## src/rtl/debounce_pkg.sv

```systemverilog
// Shared definitions for the button debouncer: FSM state encoding and default timing constants.
package debounce_pkg;

    localparam int unsigned STABLE_CYCLES_DEFAULT = 500000;
    localparam int unsigned SYNC_STAGES_DEFAULT   = 2;

    typedef enum logic [1:0] {
        STABLE_LOW  = 2'b00,
        WAIT_HIGH   = 2'b01,
        STABLE_HIGH = 2'b11,
        WAIT_LOW    = 2'b10
    } db_state_e;

endpackage

```

## src/rtl/synchronizer.sv

```systemverilog
// Multi-flop synchronizer bringing an asynchronous level into the clk domain.
module synchronizer #(
    parameter int unsigned STAGES = 2
) (
    input  logic clk,
    input  logic rst_n,
    input  logic d,
    output logic q
);

    logic [STAGES-1:0] chain_q;

    always_ff @(posedge clk or negedge rst_n) begin
        if (!rst_n) begin
            chain_q <= '0;
        end else begin
            chain_q <= {chain_q[STAGES-2:0], d};
        end
    end

    assign q = chain_q[STAGES-1];

endmodule

```

## src/rtl/debouncer.sv

```systemverilog
// Debouncer: synchronizes a raw button level, qualifies it over a stable window,
// and produces a clean registered level plus one-cycle rise/fall strobes.
module debouncer #(
    parameter int unsigned STABLE_CYCLES = debounce_pkg::STABLE_CYCLES_DEFAULT,
    parameter int unsigned SYNC_STAGES   = debounce_pkg::SYNC_STAGES_DEFAULT
) (
    input  logic clk,
    input  logic rst_n,
    input  logic signal,
    output logic signal_debounced,
    output logic rise,
    output logic fall
);

    import debounce_pkg::*;

    localparam int unsigned CNT_W = $clog2(STABLE_CYCLES + 1);
    localparam logic [CNT_W-1:0] CNT_MAX = CNT_W'(STABLE_CYCLES);

    logic             sync_q;
    db_state_e        state_q, state_d;
    logic [CNT_W-1:0] cnt_q, cnt_d;
    logic             level_q, level_d;
    logic             rise_q, rise_d;
    logic             fall_q, fall_d;

    synchronizer #(
        .STAGES(SYNC_STAGES)
    ) u_sync (
        .clk  (clk),
        .rst_n(rst_n),
        .d    (signal),
        .q    (sync_q)
    );

    always_ff @(posedge clk or negedge rst_n) begin
        if (!rst_n) begin
            state_q <= STABLE_LOW;
            cnt_q   <= '0;
            level_q <= 1'b0;
            rise_q  <= 1'b0;
            fall_q  <= 1'b0;
        end else begin
            state_q <= state_d;
            cnt_q   <= cnt_d;
            level_q <= level_d;
            rise_q  <= rise_d;
            fall_q  <= fall_d;
        end
    end

    // Any reversal during a WAIT state drops back and restarts qualification from zero.
    always_comb begin
        state_d = state_q;
        cnt_d   = cnt_q;
        level_d = level_q;
        rise_d  = 1'b0;
        fall_d  = 1'b0;
        case (state_q)
            STABLE_LOW: begin
                if (sync_q) begin
                    state_d = WAIT_HIGH;
                    cnt_d   = CNT_W'(1);
                end else begin
                    cnt_d   = '0;
                end
            end
            WAIT_HIGH: begin
                if (!sync_q) begin
                    state_d = STABLE_LOW;
                    cnt_d   = '0;
                end else if (cnt_q == CNT_MAX) begin
                    state_d = STABLE_HIGH;
                    cnt_d   = '0;
                    level_d = 1'b1;
                    rise_d  = 1'b1;
                end else begin
                    cnt_d   = cnt_q + CNT_W'(1);
                end
            end
            STABLE_HIGH: begin
                if (!sync_q) begin
                    state_d = WAIT_LOW;
                    cnt_d   = CNT_W'(1);
                end else begin
                    cnt_d   = '0;
                end
            end
            WAIT_LOW: begin
                if (sync_q) begin
                    state_d = STABLE_HIGH;
                    cnt_d   = '0;
                end else if (cnt_q == CNT_MAX) begin
                    state_d = STABLE_LOW;
                    cnt_d   = '0;
                    level_d = 1'b0;
                    fall_d  = 1'b1;
                end else begin
                    cnt_d   = cnt_q + CNT_W'(1);
                end
            end
            default: begin
                state_d = STABLE_LOW;
                cnt_d   = '0;
                level_d = 1'b0;
            end
        endcase
    end

    assign signal_debounced = level_q;
    assign rise             = rise_q;
    assign fall             = fall_q;

endmodule

```

## config.mk

```make
export PLATFORM = sky130hd
export DESIGN_NAME = debouncer
export DESIGN_NICKNAME = d
export VERILOG_FILES = /design/src/rtl/debounce_pkg.sv /design/src/rtl/synchronizer.sv /design/src/rtl/debouncer.sv
export SDC_FILE = /design/constraint.sdc
export NUM_CORES = 1
export LEC_CHECK = 0
export CORE_MARGIN = 2
export CORE_UTILIZATION = 54
export DETAILED_ROUTE_END_ITERATION = 10
export MAX_ROUTING_LAYER = met4
export PLACE_DENSITY = 0.8
export SYNTH_ARGS = -nofsm -noshare
export SYNTH_HDL_FRONTEND = slang
export SYNTH_SLANG_ARGS = --single-unit
```

## constraint.sdc

```tcl
create_clock -name clk -period 1.7 [get_ports clk]
set_clock_uncertainty 0.05 [all_clocks]
set_input_delay 0.255 -clock clk [delete_from_list [all_inputs] [get_ports clk]]
set_output_delay 0.255 -clock clk [all_outputs]
set_load 0.1 [all_outputs]
```

=== Word level (Yosys, flattened, before mapping) ===
Cells that the tools add are included.
W data, S select, Z words.

* Bits in registers: 26
* Input bits: 3
* Output and inout port bits: 3
* Word-level logic and storage cells: 46

* Muxes and demuxes: 23
* $add $sub $neg: 1
* Reductions and logical operators: 4
* Eq/ne operators: 12

{| class="wikitable"
|+ Operator list
! operator !! count
|-
| $pmux W19 S4 || 1
|-
| $mux W19 || 3
|-
| $add A19 B1 Y19 const B || 1
|-
| $eq A19 B19 Y1 const B || 1
|-
| $mux W2 || 6
|-
| $mux W1 || 11
|-
| $ne A2 B2 Y1 const B || 4
|-
| $pmux W2 S4 || 1
|-
| $reduce_and A5 Y1 || 1
|-
| $eq A2 B2 Y1 const B || 2
|-
| $ne A2 B1 Y1 const B || 2
|-
| $reduce_and A4 Y1 || 1
|-
| $ne A3 B2 Y1 const B || 1
|-
| $ne A3 B3 Y1 const B || 1
|-
| $eq A2 B1 Y1 const B || 1
|-
| $logic_not A2 Y1 || 1
|-
| $pmux W1 S2 || 1
|-
| $reduce_bool A2 Y1 || 1
|}

=== Depth between registers and ports, before layout ===
Gate-level depths: netlist of the first run.

* Word-level depth: 4
* Depth in mapped cells: 7
* Depth with buffers taken out: 6

=== Modules after synthesis ===
From an unflattened synthesis of the first run, not the netlist that was laid out.

* Cell total of the unflattened synthesis: 149
* Area, all modules: 1,471.4 µm²

{| class="wikitable"
|+ By module, submodules not included
! module !! area each (µm²) !! seq. area each (µm²) !! times used !! cells an instance
|-
| debouncer || 1,421.4 || 600.6 || 1 || 147
|-
| synchronizer || 50.0 || 50.0 || 1 || 2
|}

=== Worst setup path after synthesis of the first run ===
OpenSTA, ideal clock, no wires.

* Path kind: reg2reg
* Start point: register cnt_q[2]
* End point: register state_q[1]
* Cell stages (with the launch flop): 5
* Setup slack: -16 ps
* Arrival time: 1,562 ps
* Required time: 1,546 ps
* Path buffers: 1
* Period minus slack after synthesis: 1,716 ps
* Library setup time: 104 ps
* Cell sequence: dfrtp_1 -> buf_2 -> or4_4 -> or4_1 -> o311ai_1

* Cells in the longest elaborated chain, start to end: 3
* Elaborated cells between the ends (all ways): 4
* Classes of those cells: 3 x eq/ne; 1 x reduce/logical

{| class="wikitable"
|+ Ends and longest elaborated chain
! element !! RTL line !! RTL
|-
| start, declared || debouncer.sv:22 || <nowiki>logic [CNT_W-1:0] cnt_q, cnt_d;</nowiki>
|-
| start signal, assigned || debouncer.sv:45 || <nowiki>cnt_q <= cnt_d;</nowiki>
|-
| $eq A19 B19 Y1 * || debouncer.sv:72, debouncer.sv:93 ||
|-
| $ne A3 B3 Y1 (no source line) or $ne A3 B2 Y1 (tied branches) || - ||
|-
| $reduce_and A4 Y1 (no source line) * || - ||
|-
| end signal, assigned || debouncer.sv:44 || <nowiki>state_q <= state_d;</nowiki>
|-
| end, declared || debouncer.sv:21 || <nowiki>db_state_e state_q, state_d;</nowiki>
|}

Every way passes the cells marked *; elsewhere a longest branch is shown, timed or not.
A chain may end at the register's enable or synchronous reset.

=== Worst setup path after layout of the first run ===
Ends and elaborated chain as after synthesis.

==> results.json, run 1 <==
{
  "reg2regPathDepth": 3,
  "cts_made_buffers": 3,
  "postRouteAntennaNets": 0,
  "wl_microns": 4270,
  "critPathMaxFanout": 4,
  "finalHoldViolations": 0,
  "die_y_microns": 57.7,
  "p_sw_share_pct": 38.4,
  "vias": 1388,
  "synth_top_area_cell": "dfrtp_1",
  "status": "finished with violations",
  "top_layer": "met4",
  "die-area_sq_um": 3330,
  "place_hpwl_microns": 2520,
  "violations": "setup timing",
  "synthAdderAreaFrac_pct": 4.82,
  "syn_area_sq_um": 1560,
  "drive_above_1_share_pct": 40.5,
  "drt_iter0_markers": 52,
  "clock_sinks": 26,
  "grt_overflow": 0,
  "synth_area_leaders": "dfrtp_1, nor2_1, xnor2_1",
  "fin_area_sq_um": 2070,
  "hold_class": "primary input to asynchronous set/reset pin",
  "grt_pass1_wl_microns": 6220,
  "synth-simple-area-share_pct": 30.2,
  "whs_ns": 0.206,
  "met2_wirelength_microns": 2150,
  "postLayoutSetupSlackWorst_ns": -0.0602,
  "synth_top_family_by_area": "simple AND/OR/NAND/NOR gates",
  "cp.arrival_ns": 1.96,
  "intPower_w": 0.00141,
  "syn_nets": 171,
  "max_cap_viol_count": 0,
  "fin_crit_ns": 1.76,
  "first_pass_iters": 4,
  "max_clock_freq_mhz": 568,
  "synth-seq-cells": 26,
  "powerDensity_nw_per_um2": 1110,
  "finalPower_w": 0.00229,
  "cts_tree": "done",
  "ys_async_sr_fraction_pct": 100,
  "ys_warn_count": 0,
  "leakagePower_nw": 0.844,
  "start_kind": "flip-flop",
  "setup_viol": 4,
  "r2r_start": "cnt_q[2]",
  "met3_length_microns": 175,
  "ios": 6,
  "clk_path_buf_depth": 2,
  "drcViolationCount": 0,
  "cts-root-buf": "clkbuf_4",
  "path_class": "flip-flop to flip-flop",
  "cts-htree-levels": 1,
  "postCtsHoldBufs": 0,
  "synth_edf_count": 0,
  "fill_cells": 172,
  "fp.dieW_microns": 57.7,
  "yosysTopAreaCellShare_pct": 41.7,
  "core_sq_um": 2760,
  "clock_latency_ns": 0.34,
  "grt_util_all_layers_pct": 25.0,
  "layout.nets": 200,
  "grt_max_degree": 27,
  "synth_seq_area_share_pct": 41.7,
  "final_core_util_pct": 75.0,
  "gp_congestion": 0.832,
  "wl_per_cell_microns": 19.3,
  "clk_pin_slew_ns": 0.15,
  "rows": 19,
  "vias_per_cell": 6.28,
  "finalMaxSlewViolations": 0,
  "ir_drop_mv": 1.37,
  "post-route-period-util_pct": 104,
  "required_ns": 1.90,
  "met1_length_microns": 1760,
  "pwr-share-seq_pct": 32.0,
  "synth_mux_area_share_pct": 1.93,
  "tightest_slew_ns": 0.427,
  "syn2layout_area_growth_pct": 32.6,
  "pre_cts_ws_ns": -0.136,
  "synth_xor_area_share_pct": 7.87,
  "insertedDiodeCount": 0,
  "placed_area_sq_um": 1790,
  "worstSetupEndpointType": "flip-flop",
  "syn_inst": 162,
  "io_buffers": 5,
  "grt_pass1_vias": 1412,
  "synth_compound_area_share_pct": 7.87,
  "antenna_found_initial": 0,
  "r2r-end": "state_q[1]",
  "rsz0062_at_grt": "true",
  "relSlewSlack_pct": 71.6,
  "yosysUniqueCellTypes": 46,
  "r2r_slack_ns": -0.06,
  "combPwrFrac_pct": 49.3,
  "synth-main-ff-cell": "dfrtp_1",
  "start_util_pct": 56.5,
  "avgSynthCellArea_sq_um": 9.62,
  "p_switching_w": 0.000880,
  "power.share.clock_pct": 18.8
}
[logic make-up (layout without fill, tap and decap cells)]
family | Yosys count | count (layout)
xor gates and xnor gates | 14 | 14
buffers and inverters | 17 | 45
DFF | 26 | 26
AOI/OAI and AO/OA | 17 | 17
and+or+nand+nor | 79 | 79
adders and majority gates | 6 | 6
muxes | 3 | 3
[worst max-delay path: stages, from the launching register on]
cell      delay [ns]
dfrtp_1         0.45
or4_4           0.57
or4_4           0.53
o311ai_2        0.08
[Yosys cell counts (2+ instances only)]
cell type,count
dfrtp_1,26
nor2_1,21
nand3_1,10
inv_1,9
xnor2_1,9
nand2_1,8
ha_1,6
nor3_1,6
a21oi_1,5
nor4_1,5
xor2_1,5
buf_2,3
clkbuf_1,3
mux2i_1,3
nand4_1,3
nor4b_1,3
nand2b_1,2
nor2b_1,2
nor3b_1,2
o21ai_0,2
o32a_1,2
or2_2,2
or3_1,2
[placed cells by master, fill, tap and decap left out, types with 3 or more instances in the layout]
cell type and n:
nor4_4 3, nand3_1 8, buf_4 27, xnor2_1 9, nor3_1 5, nand4_1 3, inv_1 8, nor2_2 3
xor2_1 5, clkbuf_4 3, dfrtp_1 20, nand2_1 7, dfrtp_2 6, buf_12 3, nor2_1 18, a21oi_1 4
[worst max-delay path by stage]
stage               slack [ns]  cells past startpoint        from         end
finish                   -0.06                      3    cnt_q[2]  state_q[1]
global route             -0.15                      5  state_q[1]  state_q[1]
CTS                      -0.05                      6    cnt_q[1]  state_q[1]
detailed placement       -0.14                      6    cnt_q[1]  state_q[1]
global placement         -0.04                      6    cnt_q[0]  state_q[1]
floorplan               -0.003                      4    cnt_q[3]  state_q[1]
[final cells by class]
type	count	area, sq um	area share, %
clock buffers	3	22.5	1.09
clock inverters	1	30.0	1.45
inverters	9	33.8	1.63
multi-input cells	119	1000	48.4
flip-flops and latches	26	658	31.8
well taps	31	38.8	1.88
repair buffers	32	283	13.7
[sequential cells by signal, summed over array words and instances, names as in the netlist]
register and cells:
cnt_q 19, state_q 2, fall 1, signal_debounced 1, rise 1, u_sync.chain_q 2
[per-layer routing]
layer / vias up / track usage [%]
met5: - / -
met4: 0 / 11.0
met3: 17 / 2.90
met2: 59 / 42.0
met1: 679 / 30.2
li1: 633 / -
[through the flow]
stage / TNS (ns) / cells
6_report: -0.114 / 221
4_1_cts: -0.0592 / 217
3_5_place_dp: -0.649 / 211
3_3_place_gp: -0.0369 / 211
2_1_floorplan: -0.00325 / 162
5_1_grt: -1.16 / 221
[power by group through the flow]
stage	clock, W	combinational [W]	sequential [W]
final	0.000430	0.00113	0.000731
after global routing	0.000463	0.00121	0.000736
after CTS	0.000434	0.000880	0.000722
after detailed placement	0	0.000818	0.000733
after global placement	0	0.000764	0.000728
after floorplan	0	0.000517	0.000774
[timing repair]
| item | in CTS | in global routing |
|---|---|---|
| resized for setup | 6 | 34 |
| setup buffers | 2 | 4 |
| pin swaps | 1 | 8 |
| endpoints found under the setup margin | 23 | 23 |
Power figures use the tool's default switching activity.
==> inputs of run 2 (changes only) <==
==> constraint.sdc (replaced) <==
create_clock -name clk -period 1.6 [get_ports clk]
set_clock_uncertainty 0.05 [all_clocks]
set_input_delay 0.24 -clock clk [delete_from_list [all_inputs] [get_ports clk]]
set_output_delay 0.24 -clock clk [all_outputs]
set_load 0.1 [all_outputs]
==> run 2 against run 1 <==
- the flow still finishes with violations (setup timing)
- via count increased by 3.4%
- highest routed layer unchanged
- die area unchanged
- critical path depth increased by 1
- largest power group unchanged
- utilization increased by 2.9 points
- final area increased by 3.9%
- worst hold slack got worse by 0.0038 ns
- largest cell class unchanged
- worst setup slack got worse by 0.10 ns
- global-route usage increased by 0.74 points
==> results.json, run 2 (synthesis results as in run 1) <==
{
  "mostFrequentLayoutCell": "buf_4",
  "r2r-end": "state_q[1]",
  "met1_usage_pct": 31.3,
  "layout.nets": 210,
  "rows": 19,
  "syn2layout_area_growth_pct": 37.8,
  "die-area_sq_um": 3330,
  "vias": 1435,
  "met3_usage_pct": 3.57,
  "ir_drop_mv": 1.11,
  "tightest_slew_ns": 0.356,
  "fin_crit_ns": 1.76,
  "relSlewSlack_pct": 76.2,
  "grt_overflow": 0,
  "wl_per_cell_microns": 19.1,
  "finalMaxSlewViolations": 0,
  "grt-busiest-layer": "met2",
  "critPathMaxFanout": 3,
  "insertedDiodeCount": 0,
  "grt_max_degree": 27,
  "final_cell_mix": "buf_4, dfrtp_1, nor2_1",
  "hold_class": "primary input to asynchronous set/reset pin",
  "worstSetupEndpointType": "flip-flop",
  "violations": "setup timing",
  "clock_latency_ns": 0.33,
  "fp.dieW_microns": 57.7,
  "use_met2_pct": 43.3,
  "cts_made_buffers": 3,
  "required_ns": 1.80,
  "fill_cells": 176,
  "clock_sinks": 26,
  "placed_area_sq_um": 1900,
  "cts-root-buf": "clkbuf_4",
  "top_regs": "cnt_q: 19 flops, state_q: 2 flops, u_sync.chain_q: 2 flops",
  "fin_area_sq_um": 2150,
  "postCtsHoldBufs": 0,
  "antenna_found_initial": 0,
  "ios": 6,
  "setup_viol": 22,
  "finalHoldViolations": 0,
  "cts_tree": "done",
  "place_hpwl_microns": 2710,
  "grt_pass1_vias": 1386,
  "postLayoutSetupSlackWorst_ns": -0.163,
  "drt_iter0_markers": 59,
  "largest_register_ffs": 19,
  "wl_microns": 4410,
  "io_buffers": 5,
  "clk_path_buf_depth": 2,
  "grt_pass1_wl_microns": 6420,
  "status": "finished with violations",
  "drive_above_1_share_pct": 40.5,
  "rsz0062_at_grt": "true",
  "r2r_slack_ns": -0.16,
  "powerDensity_nw_per_um2": 1190,
  "grt_util_all_layers_pct": 25.7,
  "regArea_sq_um": 654,
  "drcViolationCount": 0,
  "cp.arrival_ns": 1.96,
  "start_kind": "flip-flop",
  "pre_cts_ws_ns": -0.0832,
  "post-route-period-util_pct": 110,
  "leakagePower_nw": 0.900,
  "dp_cells": 223,
  "die_y_microns": 57.7,
  "reg2regPathDepth": 4,
  "r2r_start": "cnt_q[16]",
  "max_clock_freq_mhz": 567,
  "path_class": "flip-flop to flip-flop",
  "start_util_pct": 56.5,
  "top_register": "cnt_q",
  "vias_per_cell": 6.21,
  "postRouteAntennaNets": 0,
  "multi_input_area_sq_um": 995,
  "instances_no_fill": 231,
  "clk_pin_slew_ns": 0.15,
  "gp_congestion": 0.990,
  "cts-htree-levels": 1,
  "core_sq_um": 2760,
  "max_cap_viol_count": 0,
  "fin_tns_setup_ns": -2.41,
  "endpoint": "state_q[1]",
  "critical_path.startpoint": "cnt_q[16]",
  "first_pass_iters": 4
}
[run 2: cell types whose count changed in the layout (fill, tap and decap cells not counted), sizes merged]
cell,delta
buf,+10
[run 2: area by class of cell]
| class | count | area share (%) |
|---|---|---|
| multi-input cells | 119 | 46.3 |
| flip-flops and latches | 26 | 30.5 |
| repair buffers | 42 | 17.4 |
| well taps | 31 | 1.81 |
| inverters | 9 | 1.57 |
| clock inverters | 1 | 1.40 |
| clock buffers | 3 | 1.05 |
[run 2: where the power goes]
part	switching (W)	internal [W]
logic	0.000697	0.000617
registers	0.0000553	0.000712
clock network	0.000215	0.000253
total	0.000967	0.00158
[run 2: worst min path at each step]
stage,startpoint,to,slack (ns),cells after the start
final,rst_n,u_sync.chain_q[1],0.20,2
after global routing,rst_n,u_sync.chain_q[1],0.25,2
after CTS,rst_n,u_sync.chain_q[1],0.21,2
after detailed placement,u_sync.chain_q[0],u_sync.chain_q[1],0.29,0
after global placement,u_sync.chain_q[0],u_sync.chain_q[1],0.28,0
after floorplan,rst_n,cnt_q[0],-0.11,0
[run 2: stage by stage]
step / total power [W] / utilization (%) / hold WS (ns)
global placement: 0.00173 / 69.0 / 0.284
global route: 0.00265 / 77.9 / 0.251
finish: 0.00255 / 77.9 / 0.203
detailed placement: 0.00178 / 69.0 / 0.289
floorplan: 0.00140 / - / -0.106
CTS: 0.00232 / 72.9 / 0.213
[run 2: what timing repair did]
| item | in CTS | in global routing |
|---|---|---|
| setup endpoints to repair | 23 | 24 |
| resized for setup | 8 | 26 |
| buffers inserted | 2 | 2 |
| cloned | 0 | 0 |
| pin swaps | 3 | 9 |
[run 2: per-layer routing]
layer | vias up | routed length, microns | share of wire (%)
met5 | - | 0 | 0
met4 | 0 | 150 | 3.4
met3 | 23 | 200 | 4.5
met2 | 68 | 2280 | 52
met1 | 694 | 1770 | 40
li1 | 650 | - | -
[run 2: critical path, stage by stage (launching register included)]
cell	delay, ns
dfrtp_1	0.42
nand2_2	0.07
or4_4	0.53
or4_4	0.53
o311ai_2	0.08
==> inputs of run 3 (changes only) <==
--- a/config.mk
+++ b/config.mk
@@ -10,6 +10,7 @@
 export DETAILED_ROUTE_END_ITERATION = 10
 export MAX_ROUTING_LAYER = met4
 export PLACE_DENSITY = 0.8
+export SKIP_CTS_REPAIR_TIMING = 1
 export SYNTH_ARGS = -nofsm -noshare
 export SYNTH_HDL_FRONTEND = slang
 export SYNTH_SLANG_ARGS = --single-unit
==> run 3 against run 2 <==
- flip-flop and latch count stayed put
- die area stayed put
- largest power group unchanged
- worst setup slack worse by 0.076 ns
- the run still ends with setup timing left
- clock power hardly changed
- final area is 3.4% higher
- combinational power is 11% higher
- total power is 5.4% higher
- worst hold slack worse by 0.0043 ns
- wire length is 11% higher
- sequential share of layout area is 1.0 points lower
- clock-buffer cell count stayed put
- first-iteration DRC count is 110% higher
- critical path type unchanged
==> results.json, run 3 (synthesis results as in run 1) <==
{
  "fin_tns_setup_ns": -4.11,
  "finalPower_w": 0.00269,
  "final_cell_mix": "buf_4, dfrtp_1, nor2_1",
  "cts-root-buf": "clkbuf_4",
  "status": "finished with violations",
  "leakagePower_nw": 0.947,
  "grt_overflow": 0,
  "gp_congestion": 0.990,
  "relSlewSlack_pct": 76.7,
  "clock_latency_ns": 0.34,
  "syn2layout_area_growth_pct": 42.5,
  "critPathMaxFanout": 8,
  "placed_area_sq_um": 1900,
  "finalHoldViolations": 0,
  "tightest_slew_ns": 0.346,
  "path_class": "flip-flop to flip-flop",
  "place_hpwl_microns": 2710,
  "ios": 6,
  "postLayoutSetupSlackWorst_ns": -0.239,
  "wl_microns": 4880,
  "cp.arrival_ns": 2.03,
  "clk_pin_slew_ns": 0.16,
  "max_cap_viol_count": 0,
  "die-area_sq_um": 3330,
  "cts_tree": "done",
  "vias_per_cell": 6.30,
  "top_register": "cnt_q",
  "first_pass_iters": 4,
  "cp_cell_sequence": "inv_2 -> ha_2 -> nor4b_4 -> nand2_2 -> buf_6 -> o21ai_4 -> clkbuf_16 -> nor2_1",
  "max_clock_freq_mhz": 544,
  "die_y_microns": 57.7,
  "wl_per_cell_microns": 20.5,
  "postRouteAntennaNets": 0,
  "crit_slowest_cell": "dfrtp_1",
  "pre_cts_ws_ns": -0.0832,
  "start_kind": "flip-flop",
  "layout.nets": 217,
  "mostFrequentLayoutCell": "buf_4",
  "grt_pass1_wl_microns": 6130,
  "drive_above_1_share_pct": 43.0,
  "cts_made_buffers": 3,
  "powerDensity_nw_per_um2": 1210,
  "max_stage_delay_ns": 0.44,
  "fin_crit_ns": 1.84,
  "antenna_found_initial": 0,
  "drt_iter0_markers": 121,
  "clock_sinks": 26,
  "grt_pass1_vias": 1351,
  "start_util_pct": 56.5,
  "whs_ns": 0.198,
  "cts-htree-levels": 1,
  "largest_register_ffs": 19,
  "top_regs": "cnt_q: 19 flops, state_q: 2 flops, u_sync.chain_q: 2 flops",
  "worstSetupEndpointType": "flip-flop",
  "fp.dieW_microns": 57.7,
  "hold_class": "primary input to asynchronous set/reset pin",
  "insertedDiodeCount": 0,
  "grt_util_all_layers_pct": 24.4,
  "io_buffers": 5,
  "drcViolationCount": 0,
  "rows": 19,
  "rsz0062_at_grt": "true",
  "violations": "setup timing",
  "required_ns": 1.79,
  "ir_drop_mv": 1.23,
  "fin_area_sq_um": 2220,
  "core_sq_um": 2760,
  "clk_path_buf_depth": 2,
  "post-route-period-util_pct": 115,
  "vias": 1499,
  "setup_viol": 23,
  "grt_max_degree": 27,
  "finalMaxSlewViolations": 0
}
[run 3: cell types whose count changed in the layout (fill, tap and decap cells not counted), sizes merged]
cell,previous run,this run
buf,40,46
clkbuf,3,4
[run 3: path summary, 6_finish.rpt]
check,start,endpoint,slack (ns),depth (start not counted)
max,cnt_q[1],cnt_q[5],-0.24,8
min,rst_n,u_sync.chain_q[0],0.20,2
max reg2reg,cnt_q[1],cnt_q[5],-0.24,8
min reg2reg,u_sync.chain_q[0],u_sync.chain_q[1],0.32,0
max in group asynchronous,rst_n,cnt_q[2],1.02,2
min in group clk,signal,u_sync.chain_q[0],0.26,1
[run 3: layout make-up]
class                           instances  area [sq um]
Multi-Input combinational cell        119           993
Sequential cell                        26           654
Fill cell                             152           537
Timing Repair Buffer                   49           448
Tap cell                               31          38.8
Inverter                                9          33.8
Clock inverter                          1          30.0
Clock buffer                            3          22.5
[run 3: worst max-delay path: cells and delay by family (launching register included)]
family / cells / cell delay, ns
and+or+nand+nor: 3 / 0.45
DFF: 1 / 0.44
buffers and inverters: 3 / 0.42
AOI/OAI and AO/OA: 1 / 0.21
adders and majority gates: 1 / 0.19
[run 3: per-layer routing]
metal	wire length, microns	global-route usage [%]	share of wire, %	up-vias
met1	1870	30.6	38	746
met3	281	2.46	5.8	16
met4	120	8.64	2.5	0
met5	0	-	0	-
met2	2600	41.1	53	77
li1	-	-	-	660
[run 3: through the flow]
step	instances	util (%)
final	238	80.5
after floorplan	162	-
after detailed placement	223	69.0
after CTS	227	70.9
after global routing	238	80.5
after global placement	223	69.0
[run 3: power breakdown]
group	total, W	switching, W	internal, W
registers	0.000770	0.0000580	0.000712
clock network	0.000470	0.000216	0.000254
logic	0.00145	0.000750	0.000696
